===== config.mk =====
export PLATFORM = sky130hd
export DESIGN_NAME = instr_fetch_flat
export DESIGN_NICKNAME = d
export VERILOG_FILES = /design/src/rtl/instr_fetch_if.sv /design/src/rtl/instr_fetch.sv /design/src/flat_wrapper.sv
export SDC_FILE = /design/constraint.sdc
export NUM_CORES = 1
export LEC_CHECK = 0
export CORE_ASPECT_RATIO = 1.4
export CORE_UTILIZATION = 46
export CTS_CLUSTER_DIAMETER = 40
export DETAILED_ROUTE_END_ITERATION = 7
export PLACE_DENSITY_LB_ADDON = 0.15
export SYNTH_ARGS = -nofsm -noshare
export SYNTH_HDL_FRONTEND = slang
export SYNTH_SLANG_ARGS = --single-unit

===== constraint.sdc =====
create_clock -name clk -period 2.4 [get_ports clk]
set_input_delay 0.48 -clock clk [delete_from_list [all_inputs] [get_ports clk]]
set_output_delay 0.48 -clock clk [all_outputs]
set_load 0.005 [all_outputs]

===== src/rtl/instr_fetch_if.sv =====
// Memory bus and instruction hand-off between the fetch unit (master side)
// and the RAM / decode stage (slave side).
interface instr_fetch_if #(
    parameter int ADDR_WIDTH = 8,
    parameter int DATA_WIDTH = 8
);
    logic [ADDR_WIDTH-1:0] mem_addr;
    logic                  mem_cs;
    logic                  mem_oe;
    logic                  mem_we;
    logic [DATA_WIDTH-1:0] mem_rdata;
    logic [DATA_WIDTH-1:0] ir1;
    logic [DATA_WIDTH-1:0] ir2;
    logic [ADDR_WIDTH-1:0] ir_pc;
    logic                  ir_valid;
    logic                  ir_ready;

    modport master (
        output mem_addr, mem_cs, mem_oe, mem_we, ir1, ir2, ir_pc, ir_valid,
        input  mem_rdata, ir_ready
    );

    modport slave (
        input  mem_addr, mem_cs, mem_oe, mem_we, ir1, ir2, ir_pc, ir_valid,
        output mem_rdata, ir_ready
    );
endinterface


===== src/rtl/instr_fetch.sv =====
// Two-byte instruction fetch unit in front of a single-port synchronous RAM.
// Reads opcode and operand on consecutive cycles and presents them as a pair
// with a valid/ready handshake. Supports redirect (pc_load) and abort (stop).
//
// state | meaning
// IDLE  | waiting for start, no memory access
// F1    | address pc presented to RAM
// F2    | address pc+1 presented, opcode byte captured at end of cycle
// F3    | RAM idle, operand byte captured, pc advanced by 2
// VALID | pair presented, waiting for ir_ready
//
// RAM controls and address are registered from the next state so they are
// glitch-free and mem_addr naturally holds its last value outside F1/F2.
module instr_fetch #(
    parameter int ADDR_WIDTH = 8,
    parameter int DATA_WIDTH = 8
) (
    input  logic                  clk,
    input  logic                  rst_n,
    input  logic                  start,
    input  logic [ADDR_WIDTH-1:0] start_pc,
    input  logic                  stop,
    input  logic                  pc_load,
    input  logic [ADDR_WIDTH-1:0] pc_load_val,
    output logic [ADDR_WIDTH-1:0] pc,
    output logic                  busy,
    instr_fetch_if.master         bus
);

    typedef enum logic [2:0] {
        IDLE  = 3'd0,
        F1    = 3'd1,
        F2    = 3'd2,
        F3    = 3'd3,
        VALID = 3'd4
    } state_t;

    state_t state, next_state;

    logic [ADDR_WIDTH-1:0] mem_addr_q;
    logic                  mem_en_q;
    logic [DATA_WIDTH-1:0] ir1_q;
    logic [DATA_WIDTH-1:0] ir2_q;
    logic [ADDR_WIDTH-1:0] ir_pc_q;

    logic start_now;
    logic load_now;
    logic accept_now;

    // Event decode with priority stop > pc_load > start/handshake.
    always_comb begin
        start_now  = (state == IDLE) && start && !stop;
        load_now   = (state != IDLE) && pc_load && !stop;
        accept_now = (state == VALID) && bus.ir_ready && !pc_load && !stop;
    end

    // State register.
    always_ff @(posedge clk or negedge rst_n) begin
        if (!rst_n) begin
            state <= IDLE;
        end else begin
            state <= next_state;
        end
    end

    // Next-state logic.
    always_comb begin
        next_state = state;
        if (stop) begin
            next_state = IDLE;
        end else if (load_now) begin
            next_state = F1;
        end else begin
            case (state)
                IDLE:    if (start) next_state = F1;
                F1:      next_state = F2;
                F2:      next_state = F3;
                F3:      next_state = VALID;
                VALID:   if (bus.ir_ready) next_state = F1;
                default: next_state = IDLE;
            endcase
        end
    end

    // State-decoded outputs.
    always_comb begin
        bus.ir_valid = (state == VALID);
        busy         = (state != IDLE);
        bus.mem_we   = 1'b0;
    end

    // Datapath: pc, RAM address/enables and instruction registers.
    always_ff @(posedge clk or negedge rst_n) begin
        if (!rst_n) begin
            pc         <= '0;
            mem_addr_q <= '0;
            mem_en_q   <= 1'b0;
            ir1_q      <= '0;
            ir2_q      <= '0;
            ir_pc_q    <= '0;
        end else begin
            mem_en_q <= (next_state == F1) || (next_state == F2);
            if (start_now) begin
                pc         <= start_pc;
                mem_addr_q <= start_pc;
            end else if (load_now) begin
                pc         <= pc_load_val;
                mem_addr_q <= pc_load_val;
            end else if (!stop) begin
                case (state)
                    F1: mem_addr_q <= pc + ADDR_WIDTH'(1);
                    F2: ir1_q <= bus.mem_rdata;
                    F3: begin
                        ir2_q   <= bus.mem_rdata;
                        ir_pc_q <= pc;
                        pc      <= pc + ADDR_WIDTH'(2);
                    end
                    VALID: if (accept_now) mem_addr_q <= pc;
                    default: ;
                endcase
            end
        end
    end

    // Drive the bus from the internal registers.
    always_comb begin
        bus.mem_addr = mem_addr_q;
        bus.mem_cs   = mem_en_q;
        bus.mem_oe   = mem_en_q;
        bus.ir1      = ir1_q;
        bus.ir2      = ir2_q;
        bus.ir_pc    = ir_pc_q;
    end

endmodule


===== src/flat_wrapper.sv =====
// flat-port wrapper written by rule: the top's interface ports become plain ports
module instr_fetch_flat 
#(
    parameter int ADDR_WIDTH = 8,
    parameter int DATA_WIDTH = 8
)
  (clk, rst_n, start, start_pc, stop, pc_load, pc_load_val, pc, busy, bus_mem_addr, bus_mem_cs, bus_mem_oe, bus_mem_we, bus_ir1, bus_ir2, bus_ir_pc, bus_ir_valid, bus_mem_rdata, bus_ir_ready);
  instr_fetch_if #(.ADDR_WIDTH(ADDR_WIDTH), .DATA_WIDTH(DATA_WIDTH)) bus_i ();
  input  logic clk;
  input  logic rst_n;
  input  logic start;
  input  logic [ADDR_WIDTH-1:0] start_pc;
  input  logic stop;
  input  logic pc_load;
  input  logic [ADDR_WIDTH-1:0] pc_load_val;
  output logic [ADDR_WIDTH-1:0] pc;
  output logic busy;
  output wire logic [$bits(bus_i.mem_addr)-1:0] bus_mem_addr;
  output wire logic [$bits(bus_i.mem_cs)-1:0] bus_mem_cs;
  output wire logic [$bits(bus_i.mem_oe)-1:0] bus_mem_oe;
  output wire logic [$bits(bus_i.mem_we)-1:0] bus_mem_we;
  output wire logic [$bits(bus_i.ir1)-1:0] bus_ir1;
  output wire logic [$bits(bus_i.ir2)-1:0] bus_ir2;
  output wire logic [$bits(bus_i.ir_pc)-1:0] bus_ir_pc;
  output wire logic [$bits(bus_i.ir_valid)-1:0] bus_ir_valid;
  input wire logic [$bits(bus_i.mem_rdata)-1:0] bus_mem_rdata;
  input wire logic [$bits(bus_i.ir_ready)-1:0] bus_ir_ready;
  assign bus_mem_addr = bus_i.mem_addr;
  assign bus_mem_cs = bus_i.mem_cs;
  assign bus_mem_oe = bus_i.mem_oe;
  assign bus_mem_we = bus_i.mem_we;
  assign bus_ir1 = bus_i.ir1;
  assign bus_ir2 = bus_i.ir2;
  assign bus_ir_pc = bus_i.ir_pc;
  assign bus_ir_valid = bus_i.ir_valid;
  assign bus_i.mem_rdata = bus_mem_rdata;
  assign bus_i.ir_ready = bus_ir_ready;
  instr_fetch #(.ADDR_WIDTH(ADDR_WIDTH), .DATA_WIDTH(DATA_WIDTH)) u_core (.clk(clk), .rst_n(rst_n), .start(start), .start_pc(start_pc), .stop(stop), .pc_load(pc_load), .pc_load_val(pc_load_val), .pc(pc), .busy(busy), .bus(bus_i));
endmodule

# After elaboration in Yosys (flattened, before gate mapping)
# Index checks and enable logic that the tools add are counted.
totals:
  ff_bits: 44
  latchBits: 0
  ram_bits: 0
  mem_bits_ro: 0
  input_bits: 30
  output_inout_bits: 45
  elab_cells: 52
  memories: 0
classes:
  addsub: 2
  mul: 0
  div: 0
  order_cmp: 0
  n_eq_ne: 8
  n_shift: 0
  mux: 14
  bitwise: 3
  n_reduce_logical: 18
op_table:
  columns: ["cell", "n"]
  rows:
  - ["2-to-1 mux 8 bit", 8]
  - ["one-hot mux 8 bit (2 select lines)", 1]
  - ["one-hot mux 3 bit (5 select lines)", 1]
  - ["2-to-1 mux 3 bit", 4]
  - ["equality test 3 x 2 -> 1 bit, second input constant", 3]
  - ["adder 8 x 1 -> 8 bit, second input constant", 1]
  - ["adder 8 x 2 -> 8 bit, second input constant", 1]
  - ["AND reduction 4 bit", 2]
  - ["logical AND 1 bit", 7]
  - ["equality test 3 x 1 -> 1 bit, second input constant", 2]
  - ["nonzero test 3 bit", 2]
  - ["!= test 4 x 1 -> 1 bit, second input constant", 1]
  - ["nonzero test 4 bit", 1]
  - ["equality test 3 bit, second input constant", 1]
  - ["logical NOT 3 bit", 1]
  - ["!= test 3 x 1 -> 1 bit, second input constant", 1]
  - ["NOT 1 bit", 3]
  - ["AND reduction 3 bit", 1]
  - ["logical NOT 1 bit", 2]
  - ["AND reduction 2 bit", 1]
  - ["logical OR 1 bit", 1]

# Logic depth before layout (Yosys ltp)
# Gate-level depths: netlist of the first run.
depth:
  word_depth: 9
  depth_mapped: 8
  mapped_depth_nobuf: 6

# Least setup slack after synthesis of the first run
# No wires, ideal clock.
synth_path:
  path_kind: "in2reg"
  from: "input port stop"
  to: "register u_core.ir2_q[4], in the netlist u_core.bus.ir2[4]"
  setup_time_ps: 125
  arrival_ps: 1754
  slack_ps: 521
  path_stages: 4
  cell_sequence: "buf_2 -> nor4_2 -> buf_4 -> mux2_2"
synth_between:
  elab_chain_cells: 4
  elab_cells_between_ends: 7
  cone_classes: "3 x bitwise; 4 x reduce/logical"
synth_lines:
  columns: ["item", "line", "source"]
  rows:
  - ["start: declaration", "flat_wrapper.sv:13", "input logic stop;"]
  - ["logical NOT 1 bit", "instr_fetch.sv:52, instr_fetch.sv:53", null]
  - ["logical AND 1 bit (on tied branches)", "instr_fetch.sv:52, instr_fetch.sv:53", null]
  - ["NOT 1 bit (no source line)", null, null]
  - ["AND reduction 4 bit (no source line) *", null, null]
  - ["end signal: assignment", "instr_fetch.sv:114", "ir2_q <= bus.mem_rdata;"]
  - ["end: declaration", "instr_fetch.sv:43", "logic [DATA_WIDTH-1:0] ir2_q;"]
# Every way passes the cells marked *; elsewhere a longest branch is shown, timed or not.
# A chain may end at the register's enable or synchronous reset.

# Worst setup path in the final report of the first run
layout_path:
  from: "register u_core.state[0]"
  to: "output port bus_ir_valid"
layout_between:
  elab_chain_cells: 1
layout_lines:
  columns: ["item", "line", "source"]
  rows:
  - ["start: declaration", "instr_fetch.sv:38", "state_t state, next_state;"]
  - ["start signal: assignment", "instr_fetch.sv:62", "state <= next_state;"]
  - ["equality test 3 bit", "instr_fetch.sv:87", "bus.ir_valid = (state == VALID);"]
  - ["end: declaration", "flat_wrapper.sv:25", "output wire logic [$bits(bus_i.ir_valid)-1:0] bus_ir_valid;"]
# No other way between the ends.

==> key figures, run 1 <==
Floorplan
  • Initial Util: 0.485
  • I/O pin total: 75
  • Die Wd: 60.9 um
  • Die H: 84.5 um
  • Core Box Area: 4610 um^2
  • Area of the die: 5140 um^2
  • Number of cell rows: 29

STA
  • Unrepaired setup endpoints after global routing: no
  • Final Hold Viols: 0
  • Skew final: 10.9 ps
  • Tmin final: 2320 ps
  • Slew @ Worst Pin: 565 ps
  • Period Utilization, post-route: 0.968
  • Max transition margin: 0.623
  • Final setup vio count: 0
  • Min Hold Slack: 250 ps
  • Max Slew Vio Count: 0
  • Setup_tns: 0 ps
  • Max Fclk: 430 MHz

Setup path
  • Setup crit end kind: output port
  • Crit start category: register
  • CP Data Arrival Time: 1840 ps
  • Crit path max fanout: 8
  • Capture point of the worst reg-to-reg path: u_core.bus.mem_addr[0]
  • R2r setup slk: 490 ps
  • R2R depth: 5
  • Worst path required time: 1920 ps
  • Critical path class: register to output port
  • Worst r2r src: u_core.state[0]

Global routing
  • Global route overflow: 0
  • Largest net degree at the start of global routing: 45
  • GRT Util Overall: 0.216
  • Number of antenna violations at the first check in global routing: 0
  • First-pass GRT wire length: 8.35 mm
  • Number of global-route vias before repair: 1,805

Clocking
  • CTS H-Tree Depth: 2
  • CTS Hold Bufs: 0
  • Clk root buf: clkbuf_8
  • Clock transition at path regs: 80 ps
  • CTS tree: done
  • Cts bufs inserted: 5
  • Clock Path Buffers: 2
  • Clk_lat worst skew: 300 ps
  • Clock Sinks: 44
  • Setup Fix Bufs, Post-CTS: 0

Job
  • Max Cap Viol: 0

Cells and area
  • Layout Cells excl Fill: 331
  • Layout cell share with drive strength beyond 1: 0.227
  • Finished Cell Area: 3180 um^2
  • # nets final: 300
  • P&R area growth vs syn: 42.1%
  • Ant diodes: 0

Placed design
  • Placed insts: 323
  • DP HPWL: 3.82 mm
  • Post-DP Area: 3050 um^2
  • PortBufs: 73
  • Routability cong.: 0.805

Hold path
  • Hold Crit Class: primary input to asynchronous set/reset pin

Status
  • Status: complete, no violations

Logic synthesis
  • Mean post-synth cell area: 11.8 um^2
  • Asr flop ratio synth: 1.00
  • Synth warn: 0
  • Yosys cell types: 47
  • Number of synthesized flops with an enable pin: 0
  • Syn Inst Count: 189
  • Sequential share of the synthesized area: 0.493
  • Net Count, Synth: 221
  • #FFs+latches synth: 44
  • Mapped cell area: 2230 um^2
  • Ys flop type: dfrtp_1

Route
  • DRC: 0
  • Final WL: 5.14 mm
  • Remaining antenna violation count: 0
  • Initial DRC Count: 39
  • Vias per inst: 5.31
  • DR WL/cell: 15.5 um
  • 1st-pass router iterations: 4
  • Via Count: 1,757

Power
  • Pwr dens: 926 nW/um^2
  • Leak pwr: 1.34 nW
  • Max VDD drop: 0.611 mV
  • Overall power: 0.00294 W
## repair_timing
| action | CTS | global route |
|---|---|---|
| resized for setup | 0 | 1 |
| hold endpoints to repair | 0 | 0 |
| endpoints found under the setup margin | 0 | 1 |
## cell usage in the layout (no fill, tap or decap), types with 2 or more instances in the layout
master,synthesis,layout
clkdlybuf4s50_1,0,72
o21ai_0,13,13
nand3_1,8,8
xnor2_1,4,4
xor2_1,4,4
nor2_1,6,6
buf_4,3,9
nand2b_1,4,4
nor2_2,2,2
clkbuf_8,1,6
nor4_4,1,2
a22oi_1,7,7
ha_1,2,2
o31ai_1,2,2
mux2_2,31,31
a21oi_1,5,5
nand2_1,7,7
mux2i_1,3,3
inv_1,6,6
a22o_1,3,3
and3_1,2,2
nor3_1,3,3
dfrtp_1,44,43
or3_1,2,2
## area by class of cell
type	count	area, um^2
clock buffers	6	82.6
clock inverters	2	38.8
fillers	381	1430
inverters	7	26.3
multi-input cells	127	1030
flip-flops and latches	44	1100
well taps	62	77.6
repair buffers	83	813
## power breakdown
group | leakage [nW] | switching, W | total [W] | internal (W)
clock network | 0.0614 | 0.000258 | 0.000598 | 0.000340
logic | 0.721 | 0.000375 | 0.00112 | 0.000748
registers | 0.559 | 0.000235 | 0.00122 | 0.000983
## worst max-delay path by stage
stage | start | end | slack, ps | depth (start not counted)
6_report | u_core.state[0] | bus_ir_valid | 80 | 3
5_1_grt | u_core.state[0] | bus_ir_valid | 4 | 3
4_1_cts | u_core.state[1] | bus_ir_valid | 50 | 3
3_5_place_dp | stop | u_core.bus.mem_addr[0] | 90 | 6
3_3_place_gp | stop | u_core.bus.mem_addr[2] | 120 | 6
2_1_floorplan | stop | u_core.bus.ir2[4] | 520 | 4
## flip-flops by register name, indices dropped and copies added (netlist names)
name / count
u_core.bus.ir2: 8
u_core.pc: 8
u_core.bus.mem_cs: 1
u_core.bus.ir_pc: 8
u_core.state: 3
u_core.bus.mem_addr: 8
u_core.bus.ir1: 8
## per-stage QoR
stage,util,setup WS (ps)
after floorplan,-,521
after global placement,0.663,121
after detailed placement,0.663,93.2
after CTS,0.689,45.4
after global routing,0.689,4.12
final,0.689,75.6
## routing by layer
metal  track usage  routed length [um]
met2         0.380                2720
met4        0.0537                  61
met1         0.255                1990
met5             0                   0
met3        0.0555                 375
## cells in the mapped netlist (all sizes together) (3+ instances only)
cell | number | area, um^2
mux2i | 3 | 30.0
a22o | 3 | 26.3
a22oi | 7 | 52.6
xnor2 | 5 | 62.6
nor2 | 8 | 35.0
inv | 7 | 26.3
clkbuf | 3 | 22.5
nand2b | 4 | 25.0
nand2 | 8 | 32.5
xor2 | 4 | 35.0
dfrtp | 44 | 1100
nand3 | 8 | 40.0
buf | 8 | 58.8
o21ai | 13 | 65.1
nor3 | 5 | 41.3
a21oi | 5 | 25.0
mux2 | 31 | 349
## critical path, stage by stage, from the launching register on
cell and delay (ps):
dfrtp_1 490, or3b_1 430, inv_2 120, clkdlybuf4s50_1 510
## kinds of logic after synthesis
family                     share of synthesized area
muxes                                          0.170
adders and majority gates                     0.0112
buffers and inverters                         0.0481
AOI/OAI and AO/OA                              0.116
xor gates and xnor gates                      0.0437
other                                        0.00168
and+or+nand+nor                                0.116
DFF                                            0.493
No activity file was read; power rests on OpenSTA's default activity.
==> run 2, diff against run 1 <==
--- a/config.mk
+++ b/config.mk
@@ -10,6 +10,7 @@
 export CTS_CLUSTER_DIAMETER = 40
 export DETAILED_ROUTE_END_ITERATION = 7
 export PLACE_DENSITY_LB_ADDON = 0.15
+export SETUP_SLACK_MARGIN = 0.5
 export SYNTH_ARGS = -nofsm -noshare
 export SYNTH_HDL_FRONTEND = slang
 export SYNTH_SLANG_ARGS = --single-unit
==> run 2 against run 1 <==
Effect of this change: clock power is essentially flat; sequential share of layout area shrank 1.7 points; sequential power is essentially flat; non-clock buffer count grew 11; routed wire length grew 6.7%; clock skew grew 2.2 ps; critical path depth grew 5; maximum frequency grew 23%; cell count grew 3.3%; critical path type is now register to register; critical endpoint is now u_core.bus.mem_addr[5].
==> key figures, run 2 (synthesis results as in run 1) <==
Power
  • Leak pwr: 1.44 nW
  • Pwr dens: 912 nW/um^2
  • Max VDD drop: 0.614 mV

Cells and area
  • # nets final: 311
  • P&R area growth vs syn: 49.8%
  • Storage element area: 1100 um^2
  • Area of the multi-input gates: 1100 um^2
  • Leading cell type in the layout, fill and taps excluded: clkdlybuf4s50_1
  • Most frequent cells in the layout: clkdlybuf4s50_1, dfrtp_1, mux2_2, buf_4, o21ai_0
  • Layout cell share with drive strength beyond 1: 0.296
  • Ant diodes: 0
  • Filler cells: 359

Route
  • Met2 routed WL: 2.97 mm
  • 1st-pass router iterations: 4
  • Highest metal used: met4
  • Remaining antenna violation count: 0
  • Final WL: 5.48 mm
  • Vias per inst: 5.26
  • Via Count: 1,800
  • DRC: 0
  • DR WL/cell: 16.0 um
  • WL met1: 2.11 mm
  • Initial DRC Count: 53
  • Met3 wire length: 340 um

Floorplan
  • Die Wd: 60.9 um
  • Core Box Area: 4610 um^2
  • Area of the die: 5140 um^2
  • I/O pin total: 75
  • Number of cell rows: 29
  • Die H: 84.5 um
  • Initial Util: 0.485

STA
  • Max Fclk: 529 MHz
  • Max Slew Vio Count: 0
  • Skew final: 13.1 ps
  • Min Hold Slack: 245 ps
  • Final setup vio count: 0
  • Final Hold Viols: 0
  • Max transition margin: 0.627
  • Slew @ Worst Pin: 560 ps
  • Period Utilization, post-route: 0.788
  • Tmin final: 1890 ps
  • Setup_tns: 0 ps
  • Unrepaired setup endpoints after global routing: yes

Setup path
  • Worst Setup SP: u_core.state[1]
  • R2R depth: 8
  • R2r setup slk: 510 ps
  • Setup crit end kind: register
  • Crit start category: register
  • Worst path required time: 2590 ps
  • Worst r2r src: u_core.state[1]
  • CP Data Arrival Time: 2080 ps
  • Crit path max fanout: 7
  • Capture point of the worst reg-to-reg path: u_core.bus.mem_addr[5]
  • Critical path class: register to register

Job
  • Max Cap Viol: 0

Clocking
  • Clock transition at path regs: 90 ps
  • Clk_lat worst skew: 300 ps
  • CTS Hold Bufs: 0
  • CTS H-Tree Depth: 2
  • Cts bufs inserted: 5
  • Clock Sinks: 44
  • Clk root buf: clkbuf_8
  • CTS tree: done
  • Clock Path Buffers: 2

Global routing
  • Global route overflow: 0
  • Largest net degree at the start of global routing: 45
  • Number of global-route vias before repair: 1,898
  • First-pass GRT wire length: 8.72 mm
  • Number of antenna violations at the first check in global routing: 0
  • GRT Util Overall: 0.226

Placed design
  • PortBufs: 73
  • Routability cong.: 0.805
  • DP HPWL: 3.82 mm

Hold path
  • Hold Crit Class: primary input to asynchronous set/reset pin

Status
  • Status: complete, no violations
## run 2: critical path: stages, from the launching register on
cell     delay [ps]
dfrtp_2         420
buf_6           130
nor3_4          210
buf_6           150
nor2_4           40
a21o_4          210
xnor2_4         170
buf_12          160
mux2_4          300
## run 2: routing by layer
metal / up-vias / GRT usage
li1: 854 / -
met5: - / 0
met1: 870 / 0.262
met4: 0 / 0.0723
met3: 7 / 0.0586
met2: 69 / 0.394
## run 2: area by class of cell
| class | count | share of cell area |
|---|---|---|
| sequential | 44 | 0.330 |
| clock inverter | 2 | 0.0116 |
| inverter | 7 | 0.00859 |
| timing repair buffer | 94 | 0.275 |
| tap | 62 | 0.0232 |
| multi-input combinational | 127 | 0.327 |
| clock buffer | 6 | 0.0247 |
## run 2: through the flow
stage          total power [W]  cell area [um^2]   util  setup WS, ps  cells
5_1_grt                0.00325              3350  0.727           443    342
2_1_floorplan          0.00168              2230      -           521    189
3_3_place_gp           0.00234              3050  0.663           121    323
4_1_cts                0.00302              3290  0.714           492    341
6_report               0.00305              3350  0.727           510    342
3_5_place_dp           0.00237              3050  0.663          93.2    323
## run 2: worst max path at each step
stage	to	slack, ps
after floorplan	u_core.bus.ir2[4]	520
after global placement	u_core.bus.mem_addr[2]	120
after detailed placement	u_core.bus.mem_addr[0]	90
after CTS	bus_ir_valid	490
after global routing	u_core.bus.mem_addr[5]	440
final	u_core.bus.mem_addr[5]	510
## run 2: what timing repair did
item	in CTS	in global routing
pin swaps	5	4
setup endpoints to repair	16	15
buffers inserted	10	1
resized for setup	14	18
## run 2: report_power, final
| part | switching [W] | leakage (nW) | total, W | internal (W) |
|---|---|---|---|---|
| combinational | 0.000414 | 0.824 | 0.00124 | 0.000824 |
| sequential | 0.000231 | 0.556 | 0.00122 | 0.000986 |
| clock | 0.000259 | 0.0614 | 0.000599 | 0.000340 |
==> run 3, diff against run 2 <==
--- a/config.mk
+++ b/config.mk
@@ -6,7 +6,7 @@
 export NUM_CORES = 1
 export LEC_CHECK = 0
 export CORE_ASPECT_RATIO = 1.4
-export CORE_UTILIZATION = 46
+export CORE_UTILIZATION = 41
 export CTS_CLUSTER_DIAMETER = 40
 export DETAILED_ROUTE_END_ITERATION = 7
 export PLACE_DENSITY_LB_ADDON = 0.15
==> constraint.sdc (replaced) <==
create_clock -name clk -period 1.6 [get_ports clk]
set_input_delay 0.32 -clock clk [delete_from_list [all_inputs] [get_ports clk]]
set_output_delay 0.32 -clock clk [all_outputs]
set_load 0.005 [all_outputs]
==> run 3 against run 2 <==
Effect of this change: the run now ends with negative setup slack left; sequential share of layout area fell by 5.7 points; clock-buffer cell count stayed put; sequential cell count did not move; non-clock buffer count grew 67; setup slack got worse by 840 ps; utilization is 5.4 points higher; routed wire length rose by 38%; sequential power up 40%; via count grew 21%; cell area is 21% higher; maximum frequency is 2.1% lower; combinational power grew 98%; critical path type unchanged; critical endpoint is now u_core.bus.mem_addr[2].
==> key figures, run 3 (synthesis results as in run 1) <==
Status
  • Status: complete, but fails checks
  • Failing checks: negative setup slack

Route
  • DRC: 0
  • 1st-pass router iterations: 4
  • Initial DRC Count: 159
  • Final WL: 7.59 mm
  • DR WL/cell: 18.3 um
  • Via Count: 2,177
  • Remaining antenna violation count: 0
  • Vias per inst: 5.26

STA
  • Slack of the critical path: -331 ps
  • Setup_tns: -9090 ps
  • Period Utilization, post-route: 1.21
  • Max Slew Vio Count: 0
  • Skew final: 3.29 ps
  • Final Hold Viols: 0
  • Tmin final: 1930 ps
  • Final setup vio count: 45
  • Max Fclk: 518 MHz
  • Min Hold Slack: 426 ps
  • Unrepaired setup endpoints after global routing: yes

Clocking
  • Clock transition at path regs: 90 ps
  • CTS H-Tree Depth: 2
  • Clock Path Buffers: 2
  • Clock Sinks: 44
  • Clk_lat worst skew: 310 ps
  • CTS tree: done
  • Clk root buf: clkbuf_8
  • Cts bufs inserted: 5

Power
  • Leak pwr: 1.92 nW
  • Pwr dens: 1250 nW/um^2
  • Max VDD drop: 0.708 mV

Setup path
  • Critical path class: register to register
  • CP Data Arrival Time: 2130 ps
  • Worst path required time: 1790 ps
  • Setup crit end kind: register
  • Crit start category: register
  • Crit path max fanout: 9

Placed design
  • Placed insts: 356
  • PortBufs: 73
  • DP HPWL: 4.30 mm
  • Routability cong.: 0.841

Cells and area
  • Filler cells: 332
  • Most frequent cells in the layout: buf_4, dfrtp_1, buf_2, buf_6, clkdlybuf4s50_1
  • Storage element area: 1110 um^2
  • Layout cell share with drive strength beyond 1: 0.603
  • P&R area growth vs syn: 81.5%
  • # nets final: 379
  • Leading cell type in the layout, fill and taps excluded: buf_4
  • Area of the multi-input gates: 1310 um^2
  • Layout Cells excl Fill: 414
  • Ant diodes: 0

Global routing
  • Number of antenna violations at the first check in global routing: 0
  • Largest net degree at the start of global routing: 28
  • Number of global-route vias before repair: 2,228
  • Global route overflow: 0
  • GRT Util Overall: 0.261
  • First-pass GRT wire length: 11.0 mm

Floorplan
  • Area of the die: 5750 um^2
  • Initial Util: 0.430
  • Core Box Area: 5200 um^2
  • Die H: 89.4 um
  • Die Wd: 64.4 um
  • Number of cell rows: 31
  • I/O pin total: 75

Job
  • Max Cap Viol: 0

Hold path
  • Hold Crit Class: primary input to register
run 3: cell type report:
cell class / count / area share
timing repair buffer: 161 / 0.346
multi-input combinational: 128 / 0.322
sequential: 44 / 0.273
clock buffer: 6 / 0.0204
tap: 66 / 0.0204
clock inverter: 2 / 0.00956
inverter: 7 / 0.00833
run 3: final timing paths:
| check | start | to | slack [ps] | depth (start not counted) |
|---|---|---|---|---|
| worst max-delay path | u_core.state[1] | u_core.bus.mem_addr[2] | -330 | 8 |
| worst min-delay path | stop | u_core.state[2] | 430 | 3 |
| worst max register to register | u_core.state[1] | u_core.bus.mem_addr[2] | -330 | 8 |
| worst min register to register | u_core.bus.mem_addr[4] | u_core.bus.mem_addr[4] | 510 | 1 |
| max in group asynchronous | rst_n | u_core.pc[4] | 590 | 3 |
| min in group asynchronous | rst_n | u_core.bus.mem_cs | 500 | 2 |
run 3: layer usage:
layer / wire [um] / vias to the layer above / GRT usage
met5: 0 / - / 0
li1: - / 994 / -
met1: 2880 / 1082 / 0.297
met4: 233 / 0 / 0.0869
met3: 318 / 20 / 0.0395
met2: 4160 / 81 / 0.495
run 3: worst max-delay path, cell delays in order, from the launching register on:
cell	delay, ps
dfrtp_2	450
buf_6	130
nor3_4	150
buf_6	140
nor2_4	50
a21o_4	230
xnor2_4	180
buf_12	140
mux2_2	330
run 3: power breakdown:
part | internal (W) | switching (W) | leakage, nW
clock network | 0.000511 | 0.000411 | 0.0614
logic | 0.00146 | 0.000999 | 1.31
registers | 0.00148 | 0.000226 | 0.555
total | 0.00345 | 0.00164 | 1.92
run 3: stage by stage:
step	power [W]	utilization	worst slack (ps)	area, um^2
after CTS	0.00486	0.733	-255	3810
after detailed placement	0.00386	0.650	-524	3380
after global routing	0.00538	0.780	-391	4060
final	0.00508	0.780	-331	4060
after floorplan	0.00259	-	-213	2330
after global placement	0.00382	0.650	-497	3380
run 3: repair_timing:
action                                  4_1_cts  5_1_grt
setup buffers                                30       16
endpoints found under the setup margin       88       88
gates cloned                                  2        1
endpoints found under the hold margin        17        0
resized for setup                           224       29
hold buffers                                  1        0
pin swaps                                    10       14
